`src/rtl/spi_rdid_master.sv`:
```
// spi_rdid_master: reads the JEDEC identification of an SPI flash with the RDID opcode (SPI mode 0)
module spi_rdid_master #(
  parameter logic [7:0] CMD_RDID  = 8'h9F,
  parameter int         RESP_BITS = 24
) (
  input  logic                 clk,
  input  logic                 reset,
  input  logic                 get_rdid,
  output logic                 SPICLK,
  output logic                 SPIMOSI,
  input  logic                 SPIMISO,
  output logic                 SPICS_n,
  output logic                 busy,
  output logic [RESP_BITS-1:0] rdid,
  output logic                 rdid_valid
);
  localparam int CW = $clog2(RESP_BITS);
  typedef enum logic [2:0] {IDLE, START, CMD, READ, DONE} state_t;
  state_t               state_q, state_d;
  logic [RESP_BITS-1:0] sh_q, sh_d, rdid_q, rdid_d;
  logic [CW-1:0]        cnt_q, cnt_d;
  logic                 last_q, last_d;
  logic                 clk_en_q, mosi_q;
  // Opcode and response share one shift register: the opcode leaves from the top while the response fills from the bottom
  always_comb begin
    state_d = state_q;
    sh_d    = sh_q;
    cnt_d   = cnt_q;
    last_d  = last_q;
    rdid_d  = rdid_q;
    case (state_q)
      IDLE:    state_d = get_rdid ? START : IDLE;
      START: begin
        sh_d    = {CMD_RDID, {(RESP_BITS-8){1'b0}}};
        cnt_d   = CW'(7);
        state_d = CMD;
      end
      CMD: begin
        sh_d    = sh_q << 1;
        cnt_d   = (cnt_q == '0) ? CW'(RESP_BITS-1) : cnt_q - 1'b1;
        state_d = (cnt_q == '0) ? READ : CMD;
      end
      READ: begin
        if (last_q) begin
          state_d = DONE;
          last_d  = 1'b0;
          rdid_d  = sh_q;
        end else begin
          sh_d   = {sh_q[RESP_BITS-2:0], SPIMISO};
          cnt_d  = cnt_q - 1'b1;
          last_d = (cnt_q == '0);
        end
      end
      DONE:    state_d = get_rdid ? START : IDLE;
      default: state_d = IDLE;
    endcase
  end
  // Rising-edge state and datapath registers
  always_ff @(posedge clk or posedge reset) begin
    if (reset) begin
      state_q <= IDLE;
      sh_q    <= '0;
      cnt_q   <= '0;
      last_q  <= 1'b0;
      rdid_q  <= '0;
    end else begin
      state_q <= state_d;
      sh_q    <= sh_d;
      cnt_q   <= cnt_d;
      last_q  <= last_d;
      rdid_q  <= rdid_d;
    end
  end
  // Falling-edge launch of MOSI and the clock enable keeps SPICLK glitch-free and MOSI centred on its rise
  always_ff @(negedge clk or posedge reset) begin
    if (reset) begin
      clk_en_q <= 1'b0;
      mosi_q   <= 1'b0;
    end else begin
      clk_en_q <= (state_q == CMD) || (state_q == READ && !last_q);
      mosi_q   <= (state_q == CMD) && sh_q[RESP_BITS-1];
    end
  end
  assign SPICLK     = clk & clk_en_q;
  assign SPIMOSI    = mosi_q;
  assign busy       = (state_q == START) || (state_q == CMD) || (state_q == READ);
  assign SPICS_n    = !busy;
  assign rdid       = rdid_q;
  assign rdid_valid = (state_q == DONE);
endmodule

```
`config.mk`:
```
export PLATFORM = sky130hd
export DESIGN_NAME = spi_rdid_master
export DESIGN_NICKNAME = d
export VERILOG_FILES = /design/src/rtl/spi_rdid_master.sv
export SDC_FILE = /design/constraint.sdc
export NUM_CORES = 1
export LEC_CHECK = 0
export ABC_AREA = 1
export BUFFER_PORTS_ARGS = -buffer_cell sky130_fd_sc_hd__buf_2
export CORE_MARGIN = 2
export CORE_UTILIZATION = 40
export DETAILED_ROUTE_END_ITERATION = 10
export PLACE_DENSITY = 0.64
export SYNTH_ARGS = -nofsm -noshare
export SYNTH_HDL_FRONTEND = slang
export SYNTH_SLANG_ARGS = --single-unit
```
`constraint.sdc`:
```
create_clock -name clk -period 3.8 [get_ports clk]
set_input_delay 1.14 -clock clk [delete_from_list [all_inputs] [get_ports clk]]
set_output_delay 1.14 -clock clk [all_outputs]
set_load 0.01 [all_outputs]
```
# Word level (Yosys, flattened, before mapping)
# Index checks and enable logic that the tools add are counted.
# op_classes
add_sub_neg,1
n_eq_ne,6
muxes,10
n_bitwise,1
n_reduce_logical,13
# op_table
cell,n
$pmux W24 S3,1
$mux W24,1
$pmux W5 S3,1
$pmux W3 S4,1
$mux W5,2
$eq A3 B2 Y1 const B,2
$logic_not A5 Y1,1
$sub A5 B1 Y5 const B,1
$ne A2 B2 Y1 const B,2
$reduce_and A2 Y1,2
$eq A3 B1 Y1 const B,1
$eq A3 B3 Y1 const B,1
$logic_not A3 Y1,1
$logic_or A1 B1 Y1,3
$mux W1,3
$mux W3,1
$reduce_bool A3 Y1,1
$logic_and A1 B1 Y1,2
$logic_not A1 Y1,2
$reduce_or A2 Y1,1
$and A1 B1 Y1,1
# totals
ff_bits,59
output_inout_bits,29
word_cells,38

# Longest topological paths before layout
# Gate-level depths: netlist of the first run.
# depth
ltp_word,4
depth_mapped,8
mapped_depth_nobuf,8

==> reports/metrics.csv, run 1 <==
stage,metric,value,unit
outcome,status,finished with violations,
outcome,failing checks,setup timing,
drt,DRT Wirelength,4.595,mm
timing,endpoints failing hold,0,
logic_synthesis,Commonest cells post-synth,"nand2_1, dfrtp_1, o21ai_0, inv_1, nand3_1",
timing,final setup TNS,-0.4740,ns
setup_path,crit-path cells,nand2_2 -> inv_2 -> buf_6,
timing,Rel. slew slack,0.6245,
placed_design,gpl congestion,0.8567,
die,DIE AREA,6632,um^2
clocking,"Clk Latency, worst-skew pair",0.44,ns
setup_path,CP peak stage delay,0.41,ns
logic_synthesis,cells after synthesis,270,
timing,final setup fails,3,
die,floorplan core area,5851,um^2
power,leakage dissipation,1.455,nW
clocking,number of hold buffers added after CTS,0,
die,Die Y-Extent,81.44,um
setup_path,worst path required time,2.66,ns
power,worst vdd ir,0.3347,mV
drt,vias per cell,4.674,
global_route,grt total ovfl,0,
die,die width,81.44,um
die,Initial Util,0.4100,
setup_path,CP Max Fanout,1,
timing,worst clock skew,0.008438,ns
logic_synthesis,Syn. warnings,0,
setup_path,CP max-delay cell,dfrtn_1,
logic_synthesis,cell area after synthesis,2399,um^2
cells_and_area,layout overhead on the synthesized area,19.61,%
drt,WL/cell,11.87,um
setup_path,crit path launch type,register,
logic_synthesis,Post-Syn Nets,275,
timing,Worst Max-Slew Pin Slew,0.5618,ns
drt,vias after detailed routing,1809,
power,PD cells,750.7,nW/um^2
setup_path,CP arrival,2.96,ns
logic_synthesis,share of the yosys chip area belonging to registers,0.6155,
global_route,largest net degree at the start of global routing,35,
global_route,first-pass GRT wire length,7.803,mm
logic_synthesis,Seq cells post-synth,59,
timing,PnR worst setup slack,-0.3001,ns
die,# IOs,33,
hold_path,Hold Path Class,register to register,
drt,DRT iter0 DRCs,117,
placed_design,pre-CTS setup slack,0.1946,ns
cells_and_area,fraction of layout cells with a size suffix above 1,0.1923,
clocking,CTS tree,built,
run,max cap viols,0,
placed_design,number of port buffers,32,
timing,"Slew Viols, Final",0,
cells_and_area,Ant. Diodes,0,
drt,residual DRC count,0,
placed_design,post-DP HPWL,2.943,mm
clocking,post-CTS setup buffers,0,
global_route,initial antenna violation count,0,
drt,post-route ant nets,0,
logic_synthesis,main area contributors after synthesis,"dfrtp_1, nand2_1, o21ai_0",
cells_and_area,fin nets,313,
clocking,Clock transition at path regs,0.06,ns
logic_synthesis,"FFs w/ async S/R, synth",1.000,
setup_path,Crit. End Element,primary output,
drt,Initial DRT Pass Iterations,4,
die,FP Rows,28,
setup_path,critical path class,register to primary output,
logic_synthesis,number of synthesized flops with an enable pin,0,
logic_synthesis,top cell type's share of synthesized area,0.5947,
logic_synthesis,post-synthesis cell type count,18,
global_route,total track usage,0.1626,
logic_synthesis,"count leader, synth",nand2_1,
logic_synthesis,Yosys top cell by area,dfrtp_1,
global_route,vias in the first global route,1777,
timing,RSZ-0062 raised after global routing,yes,
logic_synthesis,ys flop type,dfrtp_1,
logic_synthesis,syn_area_per_cell,8.884,um^2
sequential cells by signal, summed over array words and instances (netlist names):
name	cells
rdid	24
sh_q	24
cnt_q	5
state_q	3
SPIMOSI	1
clk_en_q	1
last_q	1
cells in the final DEF (no fill, tap or decap), types with 3 or more instances in the layout:
master and instances:
nand2_1 72, dfrtp_1 57, o21ai_0 40, buf_2 31
inv_1 30, nand3_1 25, nor2_1 17, clkbuf_8 14
nand2_2 4, buf_4 4, nand4_1 3
repair_timing:
action | CTS | global route
endpoints found under the setup margin | 3 | 3
resized for setup | 1 | 2
pin swaps | 0 | 1
through the flow:
stage / hold WS, ns / cell area, um^2 / std cells / util / power [mW]
final: 0.4707 / 2869 / 387 / 0.4904 / 2.154
after global routing: 0.5013 / 2869 / 387 / 0.4904 / 2.340
after CTS: 0.4762 / 2863 / 387 / 0.4893 / 2.173
after detailed placement: 0.4597 / 2625 / 369 / 0.4487 / 1.498
after global placement: 0.4568 / 2625 / 369 / 0.4487 / 1.478
after floorplan: 0.4641 / 2402 / 270 / - / 1.341
power breakdown:
| group | leakage, nW | internal (mW) | switching [mW] |
|---|---|---|---|
| logic | 0.587 | 0.190 | 0.372 |
| clock network | 0.136 | 0.426 | 0.268 |
| registers | 0.732 | 0.800 | 0.0980 |
cell type report:
cell class,instances,area [um^2]
fillers,581,2982
flip-flops and latches,59,1476
multi-input cells,166,739.5
clock buffers,17,211.5
repair buffers,35,185.2
inverters,32,123.9
well taps,75,93.84
clock inverters,3,38.79
worst max-delay path: cells and delay by family, from the launching register on:
family	cells	cell delay, ns
AND/OR/NAND/NOR	1	0.07
buffers and inverters	2	0.14
flip-flops	1	0.41
kinds of logic (layout without fill, tap and decap cells):
group	after synthesis	in the layout	synth area share
compound gates	42	42	0.08920
flops	59	59	0.6155
simple gates	123	123	0.2128
buf+inv	45	87	0.07720
fa+ha+maj	1	1	0.005216
per-layer routing:
| layer | global-route usage | share of wire |
|---|---|---|
| met1 | 0.2019 | 0.49 |
| met2 | 0.2238 | 0.43 |
| met3 | 0.06264 | 0.060 |
| met4 | 0.1305 | 0.023 |
| met5 | 0 | 0 |
path summary, 6_finish.rpt:
path                            start        to  slack (ns)  depth (start not counted)
max                          clk_en_q    SPICLK       -0.30                          3
min                          rdid[13]  rdid[13]        0.47                          2
max reg2reg                state_q[0]  clk_en_q        0.96                          3
min reg2reg                  rdid[13]  rdid[13]        0.47                          2
max in group asynchronous       reset   SPIMOSI        1.29                          2
min in group asynchronous       reset   sh_q[6]        0.82                          3
Power figures use the tool's default switching activity.
==> inputs of run 2 (changes only) <==
--- a/config.mk
+++ b/config.mk
@@ -8,9 +8,10 @@
 export ABC_AREA = 1
 export BUFFER_PORTS_ARGS = -buffer_cell sky130_fd_sc_hd__buf_2
 export CORE_MARGIN = 2
-export CORE_UTILIZATION = 40
+export CORE_UTILIZATION = 60
 export DETAILED_ROUTE_END_ITERATION = 10
-export PLACE_DENSITY = 0.64
+export PLACE_DENSITY = 0.88
+export SKIP_LAST_GASP = 1
 export SYNTH_ARGS = -nofsm -noshare
 export SYNTH_HDL_FRONTEND = slang
 export SYNTH_SLANG_ARGS = --single-unit
==> run 2 against run 1 <==
The flow still finishes with violations (setup timing). Combinational power up 1%. Worst hold slack improved by 0.0027 ns. Sequential cell count unchanged. Sequential power rose by 1%. Clock skew is 0.0035 ns lower. Register-to-register slack hardly changed. Setup slack improved by 0.031 ns. Total power decreased by 1.2%. Highest routed layer unchanged. Critical path type unchanged. Critical endpoint unchanged. Global-route usage grew 9.5 points.
==> reports/metrics.csv, run 2 (same netlist as run 1, synthesis figures left out) <==
stage,metric,value,unit
outcome,status,finished with violations,
outcome,failing checks,setup timing,
setup_path,worst path required time,2.66,ns
setup_path,WP depth,3,
power,worst vdd ir,0.4227,mV
power,PD cells,755.6,nW/um^2
die,Die Y-Extent,67.23,um
placed_design,number of port buffers,32,
cells_and_area,final instance area,2816,um^2
hold_path,Hold Path Class,register to register,
placed_design,Cells after DPL,342,
global_route,grt total ovfl,0,
timing,Rel. slew slack,0.6144,
cells_and_area,"commonest non-fill, non-tap cell in the layout",nand2_1,
drt,Initial DRT Pass Iterations,5,
setup_path,end point of the critical path,SPICLK,
die,# IOs,33,
setup_path,CP Max Fanout,1,
drt,vias after detailed routing,1893,
placed_design,gpl congestion,0.7695,
timing,Worst Max-Slew Pin Slew,0.5769,ns
setup_path,crit path launch type,register,
clocking,CTS tree,built,
clocking,Clock transition at path regs,0.06,ns
die,floorplan core area,3744,um^2
setup_path,RR Startpoint,state_q[0],
die,DIE AREA,4519,um^2
global_route,vias in the first global route,1826,
cells_and_area,layout overhead on the synthesized area,17.42,%
setup_path,CP arrival,2.93,ns
drt,WL/cell,13.21,um
die,FP Rows,22,
timing,final setup TNS,-0.4945,ns
cells_and_area,Ant. Diodes,0,
setup_path,crit-path cells,nand2_2 -> inv_2 -> buf_6,
run,max cap viols,0,
global_route,total track usage,0.2579,
timing,hold slack final,0.4734,ns
timing,PnR worst setup slack,-0.2690,ns
setup_path,CP Launch Point,clk_en_q,
setup_path,register-to-register setup slack,0.96,ns
setup_path,Crit. End Element,primary output,
clocking,number of hold buffers added after CTS,0,
placed_design,Placed Area,2591,um^2
timing,final setup fails,3,
global_route,initial antenna violation count,0,
drt,DRT iter0 DRCs,210,
setup_path,cells on worst reg2reg path,3,
setup_path,CP max-delay cell,dfrtn_1,
setup_path,crit path buf inv count,2,
cells_and_area,fraction of layout cells with a size suffix above 1,0.1891,
drt,residual DRC count,0,
timing,endpoints failing hold,0,
timing,RSZ-0062 raised after global routing,yes,
die,Initial Util,0.6407,
timing,worst clock skew,0.004903,ns
cells_and_area,Layout Cells excl Fill,360,
setup_path,CP peak stage delay,0.39,ns
die,die width,67.23,um
power,leakage dissipation,1.445,nW
setup_path,RR Endpoint,clk_en_q,
cells_and_area,"commonest cells after routing, fill and taps aside","nand2_1, dfrtp_1, o21ai_0",
drt,vias per cell,5.258,
placed_design,post-DP HPWL,3.156,mm
global_route,first-pass GRT wire length,8.217,mm
global_route,largest net degree at the start of global routing,45,
clocking,post-CTS setup buffers,0,
cells_and_area,fin nets,313,
setup_path,critical path class,register to primary output,
timing,"Slew Viols, Final",0,
clocking,"Clk Latency, worst-skew pair",0.44,ns
drt,DRT Wirelength,4.756,mm
setup_path,"delay-heaviest family, CP",flip-flops,
drt,post-route ant nets,0,
run 2: changes by cell type in the layout (fill, tap and decap cells not counted), sizes merged:
cell | before | now
clkbuf | 16 | 15
clkinv | 1 | 2
run 2: through the flow:
| step | setup slack, ns | power (mW) | util |
|---|---|---|---|
| after floorplan | 0.2288 | 1.341 | - |
| after CTS | -0.3002 | 2.119 | 0.7500 |
| after detailed placement | 0.2141 | 1.505 | 0.6922 |
| after global routing | -0.3340 | 2.287 | 0.7523 |
| final | -0.2690 | 2.128 | 0.7523 |
| after global placement | 0.2124 | 1.468 | 0.6922 |
run 2: area by class of cell:
class / instances / area, um^2
inverter: 32 / 123.9
fill: 281 / 927.1
tap: 48 / 60.06
sequential: 59 / 1476
clock buffer: 16 / 187.7
timing repair buffer: 35 / 185.2
clock inverter: 4 / 43.79
multi-input combinational: 166 / 739.5
run 2: worst register-to-register path, cell delays in order, from the launching register on:
cell and delay [ns]:
dfrtp_1 0.44, inv_1 0.13, o21ai_2 0.18, inv_1 0.05
run 2: per-layer routing:
metal	wire length (um)	global-route usage
met2	2349	0.4035
met5	0	0
met4	91	0.1633
met1	2110	0.3170
met3	205	0.07167
run 2: worst min-delay path by stage:
stage | from | end | slack (ns) | cells after the start
CTS | rdid[15] | rdid[15] | 0.48 | 2
finish | rdid[15] | rdid[15] | 0.47 | 2
global route | rdid[15] | rdid[15] | 0.51 | 2
floorplan | sh_q[13] | rdid[13] | 0.46 | 2
detailed placement | rdid[15] | rdid[15] | 0.46 | 2
global placement | rdid[13] | rdid[13] | 0.46 | 2
run 2: where the power goes:
group	leakage, nW	total (mW)	internal (mW)	switching [mW]
Combinational	0.587	0.569	0.189	0.380
Sequential	0.732	0.908	0.800	0.108
Clock	0.126	0.651	0.389	0.262
Total	1.45	2.13	1.38	0.750
run 2: what timing repair did:
item,CTS,global route
gates resized for setup,0,3
setup endpoints to repair,3,3
pin swaps,0,1
